## config.mk

```make
export PLATFORM = sky130hd
export DESIGN_NAME = avg_diff_monitor
export DESIGN_NICKNAME = d
export VERILOG_FILES = /design/src/rtl/avg_diff_monitor.sv
export SDC_FILE = /design/constraint.sdc
export NUM_CORES = 1
export LEC_CHECK = 0
export CAP_MARGIN = 10
export CORE_MARGIN = 10
export CORE_UTILIZATION = 45
export CTS_BUF_LIST = sky130_fd_sc_hd__clkbuf_8 sky130_fd_sc_hd__clkbuf_16
export CTS_CLUSTER_DIAMETER = 200
export DETAILED_ROUTE_END_ITERATION = 8
export PLACE_DENSITY = 0.73
export SLEW_MARGIN = 20
export SYNTH_ARGS = -nofsm -noshare
export SYNTH_HDL_FRONTEND = slang
export SYNTH_SLANG_ARGS = --single-unit
```

## constraint.sdc

```tcl
create_clock -name clk -period 2.77 [get_ports clk]
set_clock_uncertainty 0.15 [all_clocks]
set_input_delay 0.6925 -clock clk [delete_from_list [all_inputs] [get_ports clk]]
set_output_delay 0.6925 -clock clk [all_outputs]
set_load 0.1 [all_outputs]
```

## src/rtl/avg_diff_monitor.sv

```systemverilog
// avg_diff_monitor: consumes the 4-sample averager's avg/diff on each done pulse,
// runs a hysteretic over-deviation alarm, keeps frame statistics and flags
// done-strobe protocol violations.
module avg_diff_monitor #(
  parameter int unsigned THRESH = 16,
  parameter int unsigned HYST   = 4,
  parameter int unsigned N_SET  = 3,
  parameter int unsigned N_CLR  = 2,
  parameter int unsigned CNT_W  = 16
) (
  input  logic             clk,
  input  logic             rst_n,
  input  logic             done,
  input  logic [7:0]       avg_in,
  input  logic [7:0]       diff_in,
  input  logic             clr_stats,
  output logic             out_vld,
  output logic [7:0]       avg_q,
  output logic [7:0]       diff_q,
  output logic             alarm,
  output logic [CNT_W-1:0] frame_cnt,
  output logic [7:0]       avg_min,
  output logic [7:0]       avg_max,
  output logic             proto_err
);

  localparam int unsigned OW = (N_SET > 1) ? $clog2(N_SET + 1) : 1;
  localparam int unsigned UW = (N_CLR > 1) ? $clog2(N_CLR + 1) : 1;
  localparam logic [7:0] HighLim = 8'(THRESH);
  localparam logic [7:0] LowLim  = 8'(THRESH - HYST);

  typedef enum logic [1:0] {StArm, StClear, StAlarm} state_e;

  state_e          state_q, state_d;
  logic [OW-1:0]   over_q, over_d;
  logic [UW-1:0]   under_q, under_d;
  logic            done_q;

  logic             accept, capture, is_high, is_low;
  logic             out_vld_d, proto_err_d;
  logic [7:0]       avg_d, diff_d, avg_min_d, avg_max_d;
  logic [CNT_W-1:0] frame_cnt_d;

  // Only the rising edge of done is a frame; held-high cycles are ignored.
  assign accept  = done & ~done_q;
  // The very first frame after reset carries stale averager data and is dropped.
  assign capture = accept & (state_q != StArm);
  assign is_high = diff_in > HighLim;
  assign is_low  = diff_in < LowLim;
  assign alarm   = (state_q == StAlarm);

  // Alarm FSM next-state and run counters; band frames reset the active run.
  always_comb begin
    state_d = state_q;
    over_d  = over_q;
    under_d = under_q;
    unique case (state_q)
      StArm: begin
        if (accept) state_d = StClear;
      end
      StClear: begin
        if (accept) begin
          if (is_high) begin
            if (over_q == OW'(N_SET - 1)) begin
              state_d = StAlarm;
              over_d  = '0;
            end else begin
              over_d = over_q + OW'(1);
            end
          end else begin
            over_d = '0;
          end
        end
      end
      StAlarm: begin
        if (accept) begin
          if (is_low) begin
            if (under_q == UW'(N_CLR - 1)) begin
              state_d = StClear;
              under_d = '0;
            end else begin
              under_d = under_q + UW'(1);
            end
          end else begin
            under_d = '0;
          end
        end
      end
      default: state_d = StArm;
    endcase
  end

  // Statistics next-state: clear first so a coincident capture lands on fresh values.
  always_comb begin
    out_vld_d   = capture;
    avg_d       = avg_q;
    diff_d      = diff_q;
    frame_cnt_d = frame_cnt;
    avg_min_d   = avg_min;
    avg_max_d   = avg_max;
    proto_err_d = proto_err;
    if (clr_stats) begin
      frame_cnt_d = '0;
      avg_min_d   = 8'hFF;
      avg_max_d   = 8'h00;
      proto_err_d = 1'b0;
    end
    if (capture) begin
      avg_d  = avg_in;
      diff_d = diff_in;
      if (frame_cnt_d != {CNT_W{1'b1}}) frame_cnt_d = frame_cnt_d + CNT_W'(1);
      if (avg_in < avg_min_d) avg_min_d = avg_in;
      if (avg_in > avg_max_d) avg_max_d = avg_in;
    end
    // Set wins over a same-cycle clear.
    if (done && done_q) proto_err_d = 1'b1;
  end

  // State and output registers.
  always_ff @(posedge clk or negedge rst_n) begin
    if (!rst_n) begin
      state_q   <= StArm;
      over_q    <= '0;
      under_q   <= '0;
      done_q    <= 1'b0;
      out_vld   <= 1'b0;
      avg_q     <= 8'h00;
      diff_q    <= 8'h00;
      frame_cnt <= '0;
      avg_min   <= 8'hFF;
      avg_max   <= 8'h00;
      proto_err <= 1'b0;
    end else begin
      state_q   <= state_d;
      over_q    <= over_d;
      under_q   <= under_d;
      done_q    <= done;
      out_vld   <= out_vld_d;
      avg_q     <= avg_d;
      diff_q    <= diff_d;
      frame_cnt <= frame_cnt_d;
      avg_min   <= avg_min_d;
      avg_max   <= avg_max_d;
      proto_err <= proto_err_d;
    end
  end

endmodule
```

==> impl_metrics.json <==
{
  "core.rowCount": 29,
  "r2r_start": "avg_max[1]",
  "antenna_found_initial": 0,
  "worst_setup_path_endpoint": "avg_max[6]",
  "grt_first_pass_wirelength_um": 12200,
  "yosys_warning_count": 0,
  "post-cts-setup-buffer-count": 0,
  "ff2ff_setup_slack_ns": 0.67,
  "place_hpwl_um": 5760,
  "clockBufferDepth": 2,
  "final_common_cell": "buf_4",
  "area.growth.synth_to_final_pct": 36.6,
  "place.detailed.instances": 455,
  "floorplan.die_area_um2": 10300,
  "finalNonFillerCells": 471,
  "highest_count_cells_in_the_layout_ignoring_fill_and_taps": "80 x buf_4, 52 x nand2_1, 48 x dfrtp_1, 24 x nor2_1, 17 x clkdlybuf4s50_1",
  "syn-cell-area_um2": 2980,
  "synth_area_leaders": "dfrtp_1 41%, dfstp_2 7.1%, ha_1 6.7%, nand2_1 6.5%, mux2i_1 4.7%",
  "worstSetupStartpoint": "clr_stats",
  "grt_pass1_vias": 2425,
  "worst-path-max-fanout": 10,
  "p_per_area_nw_per_um2": 941,
  "final.period_utilization_pct": 90.5,
  "postSynthRegisterBits": 57,
  "r2r_cells": 8,
  "clock-sinks": 57,
  "synth_top_area_share_pct": 41.1,
  "vdd_ir_drop_max_mv": 0.658,
  "final_area_um2": 4070,
  "routed-via-count": 2410,
  "fp.dieW_um": 101,
  "detailedRoute.firstIterationViolations": 79,
  "synth-async-reset-ratio_pct": 100,
  "routedWlPerCell_um": 16.0,
  "finalSetupViolations": 0,
  "initial_utilization_pct": 46.7,
  "hold_viol_final": 0,
  "fp.dieH_um": 101,
  "grt_use_total_pct": 14.8,
  "cp_data_required_time_ns": 2.87,
  "core_region_area_um2": 6390,
  "cts_hold_buf": 0,
  "worstMarginPinSlew_ns": 0.613,
  "setup-tns-final_ns": 0,
  "status": "finished, final reports clean",
  "clk_latency_ns": 0.34,
  "globalRouteOverflowTotal": 0,
  "power.leakage_nw": 2.03,
  "clockRootBuffer": "clkbuf_8",
  "synth_enable_flop_cells": 0,
  "holdWs_ns": 0.211,
  "drt_pre_antenna_iters": 4,
  "route.detailed.vias_per_inst": 5.12,
  "final_antenna_net_count": 0,
  "final_nets": 425,
  "regToRegEndpoint": "avg_max[6]",
  "avgSynthCellArea_um2": 10.5,
  "max-cap-violations": 0,
  "fmax_mhz": 399,
  "pin_count_of_the_biggest_net_entering_global_routing": 33,
  "synth_largest_area_cell": "dfrtp_1",
  "drt_drc_violations_left": 0,
  "ios": 71,
  "finalMaxSlewViolations": 0,
  "timing.hold.worst.class": "input pin to asynchronous set/reset pin",
  "antenna_cells_inserted": 0,
  "share_of_the_yosys_chip_area_belonging_to_registers_pct": 48.2,
  "htree_num_levels": 3,
  "final.min_clock_period_ns": 2.51,
  "synth_flop_cell": "dfrtp_1",
  "worst_setup_hold_path_clk_slew_ns": 0.07,
  "endpoint_kind": "flop",
  "mappedNetlistNets": 321,
  "critical_path.startpoint_type": "input pin",
  "wirelength_um": 7530,
  "cts_inserted_buffers": 9,
  "category_of_the_most_critical_setup_path": "input pin to flop",
  "dpl_cell_area_um2": 3860,
  "cts.repair.resized": 2,
  "post-layout-total-power_mw": 3.83,
  "ys_types": 54,
  "post_synth_inst_count": 285,
  "clock_tree_from_tritoncts": "yes",
  "gp_routability_congestion": 0.805,
  "final_layout_size_suffix_gt1_share_pct": 32.5,
  "rsz0062_at_grt": "no",
  "slew-limit-headroom_pct": 59.1,
  "placement.io_buffers": 70,
  "worst-endpoint-arrival_ns": 2.61
}
worst min-delay path by stage:
stage | to | startpoint | slack, ns | cells past startpoint
after floorplan | avg_max[0] | rst_n | 0.25 | 0
after global placement | under_q[1] | under_q[1] | 0.31 | 1
after detailed placement | diff_q[4] | diff_q[4] | 0.31 | 2
after CTS | frame_cnt[8] | rst_n | 0.23 | 1
after global routing | frame_cnt[3] | rst_n | 0.26 | 1
final | frame_cnt[8] | rst_n | 0.21 | 1
critical path: stages:
cell and delay [ns]:
dlygate4sd2_1 0.29, buf_4 0.20, nor2b_1 0.18, ha_1 0.18, nor2b_1 0.04, o211ai_1 0.18
a21oi_2 0.10, o31ai_4 0.31, buf_4 0.21, mux2i_1 0.21
Yosys cell counts (all sizes together), types with 2 or more instances:
| master | number |
|---|---|
| a211oi | 4 |
| nand3b | 4 |
| ha | 16 |
| buf | 3 |
| clkbuf | 4 |
| and3 | 3 |
| xnor2 | 7 |
| nand2b | 2 |
| and2 | 2 |
| nand2 | 52 |
| nand4b | 2 |
| nor2b | 13 |
| a21oi | 10 |
| dfstp | 8 |
| nand3 | 2 |
| nand4 | 4 |
| a2111oi | 2 |
| dfrtp | 49 |
| o21a | 2 |
| a22o | 2 |
| or2 | 2 |
| mux2i | 14 |
| nor3 | 5 |
| o21ai | 17 |
| nor2 | 24 |
| clkinv | 2 |
| inv | 10 |
| mux2 | 6 |
registers in the layout, summed over array words and instances, names as in the netlist:
name and flops:
frame_cnt 16, avg_max 8, avg_min 8, avg_q 8, diff_q 8, over_q 2, state_q 2, under_q 2
done_q 1, out_vld 1, proto_err 1
report_power, final:
part           leakage [nW]  internal, mW  switching (mW)  total, mW
clock                 0.110         0.498           0.346      0.844
sequential            0.727          1.02           0.112       1.13
combinational          1.20         0.407            1.45       1.86
total                  2.03          1.93            1.91       3.83
layer usage:
metal	share of wire, %	track usage [%]	up-vias
met1	47	19.5	1144
met4	1.7	6.43	0
met2	47	22.7	48
li1	-	-	1206
met3	4.4	3.54	12
met5	0	0	-
layout make-up:
type                            instances  area [µm²]
Clock buffer                            9         124
Clock inverter                          7        86.3
Fill cell                             524        2310
Inverter                               12        50.0
Multi-Input combinational cell        209        1470
Sequential cell                        57        1440
Tap cell                               77        96.3
Timing Repair Buffer                  100         805
per-stage QoR:
| step | setup WS [ns] | utilization (%) |
|---|---|---|
| 2_1_floorplan | 0.00488 | - |
| 3_3_place_gp | -0.307 | 60.5 |
| 3_5_place_dp | -0.369 | 60.5 |
| 4_1_cts | 0.242 | 63.8 |
| 5_1_grt | 0.0831 | 63.8 |
| 6_report | 0.263 | 63.8 |
kinds of logic (layout without fill, tap and decap cells):
group / Yosys count / count (layout) / synth area share (%)
adders and majority gates: 16 / 16 / 6.72
AOI/OAI and AO/OA: 45 / 45 / 12.1
DFF: 57 / 57 / 48.2
muxes: 20 / 20 / 7.09
buffers and inverters: 19 / 128 / 2.69
and+or+nand+nor: 120 / 120 / 20.9
xor gates and xnor gates: 8 / 8 / 2.35
(Power assumes the default switching activity.)
